File: config.mk
export PLATFORM = sky130hd
export DESIGN_NAME = mul_div_unit
export DESIGN_NICKNAME = d
export VERILOG_FILES = /design/src/rtl/mul_div_unit.sv
export SDC_FILE = /design/constraint.sdc
export NUM_CORES = 1
export LEC_CHECK = 0
export CORE_AREA = 2 2 100 102
export CTS_CLUSTER_SIZE = 30
export DETAILED_ROUTE_END_ITERATION = 6
export DIE_AREA = 0 0 102 104
export GPL_ROUTABILITY_DRIVEN = 0
export MAX_ROUTING_LAYER = met4
export PLACE_DENSITY = 0.69
export SYNTH_ARGS = -nofsm -noshare
export SYNTH_HDL_FRONTEND = slang
export SYNTH_SLANG_ARGS = --single-unit
File: constraint.sdc
create_clock -name CLK -period 6.06 [get_ports CLK]
set_input_delay 1.212 -clock CLK [delete_from_list [all_inputs] [get_ports CLK]]
set_output_delay 1.212 -clock CLK [all_outputs]
set_load 0.03 [all_outputs]
File: src/rtl/mul_div_unit.sv
// Sequential 8-bit multiply / unsigned divide unit. It runs for eight cycles, then
// spends one write-back cycle driving the register-file write and overflow enables.
module mul_div_unit #(
  parameter int addr_width_p = 4
) (
  input  logic                    CLK,
  input  logic                    RESET_N,
  input  logic                    start_i,
  input  logic [1:0]              op_i,
  input  logic [7:0]              a_i,
  input  logic [7:0]              b_i,
  input  logic [addr_width_p-1:0] rd_addr_i,
  output logic                    busy_o,
  output logic                    done_o,
  output logic                    wen_o,
  output logic                    oen_o,
  output logic [addr_width_p-1:0] rd_addr_o,
  output logic [7:0]              write_data_o,
  output logic                    overflow_o
);

  typedef enum logic [1:0] {IDLE, RUN, WB} state_e;

  localparam logic [1:0] OP_MUL  = 2'b00;
  localparam logic [1:0] OP_DIVU = 2'b01;
  localparam logic [1:0] OP_REMU = 2'b10;

  state_e                  state_q;
  logic [7:0]              a_q, b_q;
  logic [1:0]              op_q;
  logic [addr_width_p-1:0] rd_q;
  logic [2:0]              cnt_q;
  logic [15:0]             prod_q, prod_d;
  logic [7:0]              rem_q, rem_d, quot_q, quot_d;
  logic [8:0]              trial, diff;
  logic                    fits;
  logic [7:0]              res_d;
  logic                    ovf_d;
  logic                    done_q, wen_q, oen_q, ovf_q;
  logic [7:0]              wdata_q;
  logic [addr_width_p-1:0] rd_out_q;

  // One shift-add step (multiplier bit cnt_q) and one restoring-division step
  // (dividend bit 7-cnt_q) are evaluated every cycle; op_q picks the result.
  always_comb begin
    prod_d = prod_q + (b_q[cnt_q] ? ({8'b0, a_q} << cnt_q) : 16'd0);
    trial  = {rem_q, a_q[3'd7 - cnt_q]};
    diff   = trial - {1'b0, b_q};
    fits   = (trial >= {1'b0, b_q});
    rem_d  = fits ? diff[7:0] : trial[7:0];
    quot_d = {quot_q[6:0], fits};
    res_d  = 8'h00;
    ovf_d  = 1'b0;
    case (op_q)
      OP_MUL: begin
        res_d = prod_d[7:0];
        ovf_d = |prod_d[15:8];
      end
      // Divide-by-zero falls out of the datapath: every trial fits, giving
      // quotient 0xFF and a remainder equal to the dividend.
      OP_DIVU: begin
        res_d = quot_d;
        ovf_d = (b_q == 8'h00);
      end
      OP_REMU: begin
        res_d = rem_d;
        ovf_d = (b_q == 8'h00);
      end
      default: begin
        res_d = 8'h00;
        ovf_d = 1'b0;
      end
    endcase
  end

  always_ff @(posedge CLK or negedge RESET_N) begin
    if (!RESET_N) begin
      state_q  <= IDLE;
      a_q      <= '0;
      b_q      <= '0;
      op_q     <= '0;
      rd_q     <= '0;
      cnt_q    <= '0;
      prod_q   <= '0;
      rem_q    <= '0;
      quot_q   <= '0;
      done_q   <= 1'b0;
      wen_q    <= 1'b0;
      oen_q    <= 1'b0;
      ovf_q    <= 1'b0;
      wdata_q  <= '0;
      rd_out_q <= '0;
    end else begin
      case (state_q)
        IDLE: begin
          if (start_i && op_i != 2'b11) begin
            a_q     <= a_i;
            b_q     <= b_i;
            op_q    <= op_i;
            rd_q    <= rd_addr_i;
            cnt_q   <= '0;
            prod_q  <= '0;
            rem_q   <= '0;
            quot_q  <= '0;
            state_q <= RUN;
          end
        end
        RUN: begin
          prod_q <= prod_d;
          rem_q  <= rem_d;
          quot_q <= quot_d;
          cnt_q  <= cnt_q + 3'd1;
          if (cnt_q == 3'd7) begin
            state_q  <= WB;
            wdata_q  <= res_d;
            ovf_q    <= ovf_d;
            rd_out_q <= rd_q;
            done_q   <= 1'b1;
            oen_q    <= 1'b1;
            // Registers 6 and 7 are hard-wired constants and must not be written.
            wen_q    <= (rd_q != 6) && (rd_q != 7);
          end
        end
        WB: begin
          done_q  <= 1'b0;
          wen_q   <= 1'b0;
          oen_q   <= 1'b0;
          state_q <= IDLE;
        end
        default: state_q <= IDLE;
      endcase
    end
  end

  assign busy_o       = (state_q == RUN) || (state_q == WB);
  assign done_o       = done_q;
  assign wen_o        = wen_q;
  assign oen_o        = oen_q;
  assign overflow_o   = ovf_q;
  assign write_data_o = wdata_q;
  assign rd_addr_o    = rd_out_q;

endmodule
==> summary.md <==
| Metric | Value |
|---|---|
| Top cell type by total area after synthesis | dfrtp_1 |
| Register area | 1827 µm² |
| Number of synthesized flops with an enable pin | 0 |
| Worst r2r path cells | 12 |
| First-pass GRT wire length | 17,710 µm |
| Hold Vio Cnt, Final | 0 |
| Fill cell count | 872 |
| Max_cap viols | 0 |
| Simple-gate share of the synthesized area | 0.1142 |
| Clock Tree Buf Depth | 2 |
| Mux contribution to synthesized area | 0.1060 |
| Count leader, synth | dfrtp_1 |
| Area grow syn2layout | 14.30% |
| DR vias/cell | 5.703 |
| Status | finished, final reports clean |
| VDD IR max | 257.8 µV |
| Minimum clock period | 3.906 ns |
| Hold Path Class | flop to flop |
| Sequential element share of the synthesized area | 0.3858 |
| Pwr dens | 491.3 nW/µm² |
| Worst Setup SP | cnt_q[0] |
| H-tree Lvls | 3 |
| Syn Nets | 537 |
| Cts hold-fix bufs | 0 |
| Largest family of logic cells by synthesized area | compound AO/OA/AOI/OAI gates |
| Most frequent cells after synthesis | dfrtp_1 (73), a21oi_1 (36), nor2_1 (36) |
| Cts bufs inserted | 9 |
| RSZ-0062 raised after global routing | no |
| Nets@finish | 565 |
| Ratio of cells with drive above 1 in the final layout | 0.1292 |
| Largest cells by area after synthesis | dfrtp_1 (39%), ha_1 (8.5%), mux2_2 (6.9%) |
| Clk_lat worst skew | 0.36 ns |
| I/O pins | 42 |
| Setup violators final | 0 |
| Synth top area share | 0.3858 |
| Gates resized, CTS repair | 0 |
| Vias | 3,673 |
| Antenna diodes | 0 |
| Initial antenna violation count | 0 |
| Relative slew slack | 0.2436 |
| Core Rows | 36 |
| Slew @ Worst Pin | 1.131 ns |
| Leak Pwr | 0.002471 µW |
| 1st-iter DRT viols | 209 |
| TritonCTS Sinks | 73 |
| Final Skew | 0.006987 ns |
| Final WL | 10,480 µm |
| Max-slew violations | 0 |
| Core Box Area | 9549 µm² |
| R2R Path End | overflow_o |
| Largest net degree at the start of global routing | 74 |
| Yosys reg bits | 73 |
| Cell mode on critical path | a21oi_1 |
| Adder-Cell Fraction of Synth Area | 0.09302 |
| Root Driver | clkbuf_8 |
| Multi-input logic area | 2659 µm² |
| Part of the cycle the worst path needs | 0.6446 |
| Die width | 102 µm |
| Number of cells on the critical path | 12 |
| CP arrival | 4.15 ns |
| Yosys warns | 0 |
| Critical-path cell list | mux4_2 -> nand2_1 -> and2_1 -> a21oi_1 -> ha_1 -> and3_1 -> a21oi_1 -> a31oi_1 -> a311oi_2 -> mux2i_1 -> nor4_1 -> a32oi_1 |
| Synth unique cells | 64 |
| Total gr overflow | 0 |
| Vias in the first global route | 3,577 |
| R2R Setup Slk | 2.15 ns |
| Setup Fix Bufs, Post-CTS | 0 |
| DP Cell Count | 628 |
| CTS tree | built |
| Worst r2r src | cnt_q[0] |
| Slowest cell on crit path | dfrtp_1 |
| Die ar. | 10,610 µm² |
| Avg WL per Cell | 16.28 µm |
| Commonest register cell after synthesis | dfrtp_1 |
| Clk pin slew, worst setup/hold paths | 0.09 ns |
| IO Port Bufs | 41 |
| Crit path buf inv count | 0 |
| Crit path capture type | flop |
| Syn Area/Cell | 9.905 µm² |
| Setup crit start kind | flop |
| Max incr delay on CP | 0.72 ns |
| Cell Count, Final, Fillers Out | 644 |
| Initial Util | 0.4958 |
| Compound-cell area share of the yosys netlist | 0.2175 |
| Async set-or-reset flop fraction in the synthesized netlist | 1.000 |
| Fmax | 256.0 MHz |
| Die Y | 104 µm |
| Synthesized area | 4735 µm² |
| Pre-Repair DR Iteration Count | 4 |
| Synth Area in XOR/XNOR | 0.02960 |
| Total GRT Usage | 0.2184 |
| Placed wire-length estimate | 7711 µm |
| Worst setup path endpoint | overflow_o |
| CP top delay family | compound AO/OA/AOI/OAI gates |
| Setup TNS | 0 ns |
| Crit Path Class | flop to flop |
| WP data required | 6.30 ns |
| Critical path peak fanout | 19 |
| Drc violations | 0 |
| Antenna Nets Post-Route | 0 |
| Cells after Synth | 478 |
-- state kept, by name, indices dropped and copies added, names as in the netlist --
signal	flops
b_q	8
op_q	2
quot_q	7
wen_o	1
rd_q	4
write_data_o	8
oen_o	1
state_q	2
rd_addr_o	4
cnt_q	3
a_q	8
overflow_o	1
prod_q	16
rem_q	8
-- cells by family (layout without fill, tap and decap cells) --
kind of cell,Yosys count,after routing
adders and majority gates,34,34
xor gates and xnor gates,16,16
and+or+nand+nor,111,111
DFF,73,73
muxes,44,44
buffers and inverters,56,89
AOI/OAI and AO/OA,144,144
-- how the worst min path moves through the flow --
stage	cells after the start	start	to
after floorplan	2	rem_q[7]	rem_q[7]
after global placement	2	rem_q[7]	rem_q[7]
after detailed placement	2	rem_q[7]	rem_q[7]
after CTS	2	rem_q[7]	rem_q[7]
after global routing	2	write_data_o[1]	write_data_o[1]
final	2	rem_q[7]	rem_q[7]
-- metal layers --
layer  up-vias  wire length (µm)  GRT usage
met5         -                 0          -
met4         0               217    0.08000
met3        14               400    0.04099
met2        87              4736     0.3083
met1      1787              5130     0.3129
li1       1785                 -          -
-- per-stage QoR --
step	cell area, µm²	setup WS (ns)	util	hold slack, ns	total power (µW)
floorplan	4735	2.482	-	0.4475	1906
global placement	5184	2.312	0.5428	0.4636	2171
detailed placement	5184	2.206	0.5428	0.4828	2214
CTS	5411	2.182	0.5667	0.5016	2664
global route	5411	1.778	0.5667	0.5227	2868
finish	5411	2.154	0.5667	0.4937	2658
-- worst register-to-register path, cell delays in order (launching register included) --
cell and delay [ns]:
dfrtp_1 0.72, mux4_2 0.58, nand2_1 0.16, and2_1 0.27, a21oi_1 0.08, ha_1 0.34
and3_1 0.19, a21oi_1 0.16, a31oi_1 0.22, a311oi_2 0.50, mux2i_1 0.15, nor4_1 0.30
a32oi_1 0.13
-- where the power goes --
part           internal, µW  leakage, µW  switching (µW)
clock                   244     0.000113             201
combinational           607      0.00141             826
sequential              631     0.000953             150
-- cells in the final DEF (no fill, tap or decap), drive strengths merged, types with 3 or more instances in the layout --
cell type	instances
xnor2	7
nand3	6
a21o	11
o31a	4
mux2	29
clkdlybuf4s50	40
nor3	5
a22o	19
nor2	37
nand2b	10
o21ai	35
ha	32
a221oi	7
inv	32
a21boi	3
nor2b	5
nand4	4
and3	3
o22ai	5
xor2	9
a21oi	36
nand2	31
a211oi	4
mux2i	13
clkbuf	10
a31oi	4
dfrtp	73
-- area by class of cell --
cell class              count  area share
clock buffers              10     0.02543
inverters                  31     0.02150
multi-input cells         349      0.4913
well taps                 133     0.03075
clock inverters             6     0.01665
flip-flops and latches     73      0.3376
repair buffers             42     0.07676
(Power assumes the default switching activity.)
==> edit 1 (same settings) <==
Encoding of `state_e`: now one-hot (3 bits for 3 states).
--- a/src/rtl/mul_div_unit.sv
+++ b/src/rtl/mul_div_unit.sv
@@ -20,5 +20,5 @@
 );
 
-  typedef enum logic [1:0] {IDLE, RUN, WB} state_e;
+  typedef enum logic [2:0] {IDLE = 3'b001, RUN = 3'b010, WB = 3'b100} state_e;
 
   localparam logic [1:0] OP_MUL  = 2'b00;
Behaviour: no difference found for any inputs over 4 cycles, from zero or initial values and one cycle with RESET_N low; so few cycles prove little.
==> edit 1 against the unedited design <==
Cell count up 7.3%; synthesized area fell by 2.0%; sequential cell count up 1; sequential share of layout area rose by 1.0 points; wire length rose by 6.2%; first-iteration DRC count increased by 31%; power down 2.1%; design area shrank 1.6%; synthesized cell count grew 9.2%; setup slack better by 34 ps; critical path type unchanged; largest power group unchanged.
==> edit 1: results (changes against the unedited design) <==
worst-case headroom to the max-slew limit 0.3726 (+0.1290); first-iteration detailed-routing DRC count 274 (+31%); count of H-tree levels built during CTS 3 (unchanged); pin count of the biggest net entering global routing 75 (+1.4%); post-placement cell area 0.005161 sq mm (-0.43%); Post-layout nets 609 (+7.8%); Worst IR Drop VDD 0.0002939 V (+14%); Area contributors post-synth sky130_fd_sc_hd__dfrtp_1, sky130_fd_sc_hd__ha_1, sky130_fd_sc_hd__nand2_1; average footprint of a synthesized cell 8.885 sq um (-10%); leak pwr 2.412 nW (-2.4%); global-route wire length before repair 18,460 um (+4.2%); Detail Placement HPWL 8004 um (+3.8%); run status complete, no violations; part of the Yosys area used for sequential elements 0.3995 (+0.01368); number of distinct library cells after synthesis 53 (-17%); final wirelength 11,140 um (+6.2%); max FFs per register 16 (unchanged); via count of the first global-routing pass 3,723 (+4.1%); Clock Skew 16.06 ps (+9.069 ps); number of standard cells in the final layout excluding fillers 691 (+7.3%); Layout fillers 905 (+3.8%); top register by number of flip-flops prod_q; total track usage 0.2266 (+0.008224); Synth Net Count 578 (+7.6%); fraction of layout instances using a drive strength above 1 0.08961 (-0.03955); top cells by count, synth sky130_fd_sc_hd__nand2_1, sky130_fd_sc_hd__dfrtp_1, sky130_fd_sc_hd__o21ai_0; reg2reg setup slack 2190 ps (+30 ps); largest fanout of any net on the critical path 18 (-1)
## edit 1: worst paths after layout
path / endpoint / cells past startpoint / start
worst max-delay path: overflow_o$_DFFE_PN0P_ / 13 / cnt_q[1]$_DFFE_PN0P_
worst min-delay path: rd_addr_o[0]$_DFFE_PN0P_ / 2 / rd_q[0]$_DFFE_PN0P_
worst max register to register: overflow_o$_DFFE_PN0P_ / 13 / cnt_q[1]$_DFFE_PN0P_
worst min register to register: rd_addr_o[0]$_DFFE_PN0P_ / 2 / rd_q[0]$_DFFE_PN0P_
max in group asynchronous: a_q[1]$_DFFE_PN0P_ / 1 / RESET_N
min in group asynchronous: rd_q[0]$_DFFE_PN0P_ / 1 / RESET_N
## edit 1: cells by family after synthesis
family | after synthesis | synth area share
xor+xnor | 19 | 0.03588
simple gates | 173 | 0.1654
fa+ha+maj | 31 | 0.08686
buf+inv | 45 | 0.03750
mux | 34 | 0.08362
compound gates | 146 | 0.1913
flops | 74 | 0.3995
## edit 1: through the flow
| step | hold WS (ps) | util | setup slack, ps | total power, mW |
|---|---|---|---|---|
| floorplan | 434.8 | - | 2510 | 1.857 |
| global placement | 453.6 | 0.5405 | 2255 | 2.219 |
| detailed placement | 464.5 | 0.5405 | 2206 | 2.253 |
| CTS | 484.4 | 0.5575 | 2192 | 2.598 |
| global route | 510.2 | 0.5575 | 1888 | 2.800 |
| finish | 480.5 | 0.5575 | 2188 | 2.602 |
## edit 1: area by class of cell
cell class	count	area share
inverters	20	0.01410
clock buffers	11	0.02468
multi-input cells	403	0.4938
flip-flops and latches	74	0.3481
well taps	133	0.03126
repair buffers	45	0.08226
clock inverters	5	0.005875
## edit 1: critical path: stages (launching register included)
cell and delay [ps]:
sky130_fd_sc_hd__dfrtp_1 690, sky130_fd_sc_hd__mux4_2 570, sky130_fd_sc_hd__nand2_1 160, sky130_fd_sc_hd__and2_1 270, sky130_fd_sc_hd__nor2_1 110, sky130_fd_sc_hd__ha_1 260
sky130_fd_sc_hd__nor3_1 190, sky130_fd_sc_hd__o21ai_1 120, sky130_fd_sc_hd__a31o_2 290, sky130_fd_sc_hd__a311o_1 330, sky130_fd_sc_hd__xor2_1 170, sky130_fd_sc_hd__nor4_2 210
sky130_fd_sc_hd__nand4_1 150, sky130_fd_sc_hd__a31o_1 250
## edit 1: layer usage
metal,vias to the layer above,GRT usage,wire [um],part of all wire
met5,-,-,0,0
met3,15,0.02755,565,0.051
met1,1842,0.3251,5336,0.48
met2,117,0.3360,5058,0.45
li1,1900,-,-,-
met4,0,0.07048,177,0.016
## edit 1: report_power, final
group	switching, mW	leakage [nW]	total, mW	internal [mW]
Clock	0.192	0.0835	0.340	0.148
Combinational	0.843	1.37	1.45	0.610
Sequential	0.160	0.964	0.809	0.649
==> edit 2 (same settings) <==
Without the edit above. `addr_width_p`: 4 -> 2.
--- a/src/rtl/mul_div_unit.sv
+++ b/src/rtl/mul_div_unit.sv
@@ -2,5 +2,5 @@
 // spends one write-back cycle driving the register-file write and overflow enables.
 module mul_div_unit #(
-  parameter int addr_width_p = 4
+  parameter int addr_width_p = 2
 ) (
   input  logic                    CLK,
Ports: changed (resized rd_addr_i and rd_addr_o); port bits go from 42 to 38. The function was not compared with the original's and may differ.
==> edit 2 against the unedited design <==
First-iteration DRC count increased by 25%; sequential power decreased by 6.4%; cell count decreased by 6.5%; sequential cell count decreased by 5; wire length decreased by 5.9%; design area decreased by 7.7%; critical path depth increased by 2; setup slack got worse by 210 ps; synthesized area decreased by 9.2%; power decreased by 6.1%; utilization decreased by 4.4 points.
==> edit 2: results (changes against the unedited design) <==
run status complete, no violations; final wirelength 9869 um (-5.9%); NetSw 1.085 mW (-7.8%); global-route wire length before repair 16,640 um (-6.0%); number of distinct library cells after synthesis 56 (-13%); Clock Skew 12.72 ps (+5.729 ps); via count of the routed design 3,346 (-8.9%); part of the Yosys area used for sequential elements 0.3960 (+0.01020); Worst Hold Slack 505.7 ps (+11.93 ps); average footprint of a synthesized cell 9.900 sq um (about the same); top register by number of flip-flops prod_q; post-placement cell area 0.004771 sq mm (-8.0%); detail-routed via count per cell 5.558 (-2.5%); worst-case headroom to the max-slew limit 0.3817 (+0.1381); antenna violations before repair 0 (unchanged); global routing usage on met1 0.2852 (-0.02777); highest routed layer met4; start point of the worst hold path prod_q[13]$_DFFE_PN0P_; Int Power 1.411 mW (-4.8%); sink of the worst hold path prod_q[13]$_DFFE_PN0P_; max incr delay on CP 670 ps (-50 ps); top cells by count, synth sky130_fd_sc_hd__dfrtp_1, sky130_fd_sc_hd__a21oi_1, sky130_fd_sc_hd__nor2_1; met3 WL post-DR 521 um (+30%); relative contribution of combinational cells to total power 0.537 (-0.002); pin count of the biggest net entering global routing 69 (-6.8%); routed wire length on met2 4416 um (-6.8%); Clock net power 0.424 mW (-4.7%); total track usage 0.2065 (-0.01189); met2 Resource Use GR 0.2914 (-0.01692); length in cells of the worst reg-to-reg path 14 (+2); leak pwr 2.294 nW (-7.2%); crit path setup slack, layout 1948 ps (-206.1 ps); fraction of synthesis flops using an asynchronous set or reset pin 1.000 (unchanged); Arrival @ worst endpoint 4350 ps (+200 ps); largest fanout of any net on the critical path 17 (-2); Worst-path clk slew 70 ps (-20 ps); number of port buffers 37 (-9.8%); fraction of layout instances using a drive strength above 1 0.1194 (-0.009756); Post-layout nets 522 (-7.6%); met3 routing resource usage after global routing 0.05914 (+0.01815); post-placement setup slack 1960 ps (-245.9 ps); Detail Placement HPWL 7235 um (-6.2%); Area contributors post-synth sky130_fd_sc_hd__dfrtp_1, sky130_fd_sc_hd__ha_1, sky130_fd_sc_hd__mux2_2; first-iteration detailed-routing DRC count 261 (+25%); Placed Cells incl. Taps 587 (-6.5%)
==> edit 2: cell count changes in the layout (fill, tap and decap cells not counted), sizes merged, moves of 3 or more <==
| cell | delta |
|---|---|
| inv | -11 |
| o21ai | -9 |
| a22o | +6 |
| a21o | -5 |
| dfrtp | -5 |
| clkdlybuf4s50 | -4 |
| nand2b | -3 |
| nor2 | -3 |
| xnor2 | +3 |
==> edit 2: logic make-up after synthesis <==
group | count (synthesis) | synth area share
AO/OA/AOI/OAI | 128 | 0.2038
AND/OR/NAND/NOR | 105 | 0.1159
flip-flops | 68 | 0.3960
buffers and inverters | 41 | 0.03786
multiplexers | 41 | 0.1092
adder cells (fa/ha/maj) | 34 | 0.1025
XOR/XNOR | 17 | 0.03465
==> edit 2: layout make-up <==
cell class	instances	area (sq um)
multi-input combinational	325	2436
clock inverter	4	72.57
sequential	68	1702
tap	133	166.4
timing repair buffer	40	387.9
inverter	21	78.83
fill	856	4554
clock buffer	11	151.4
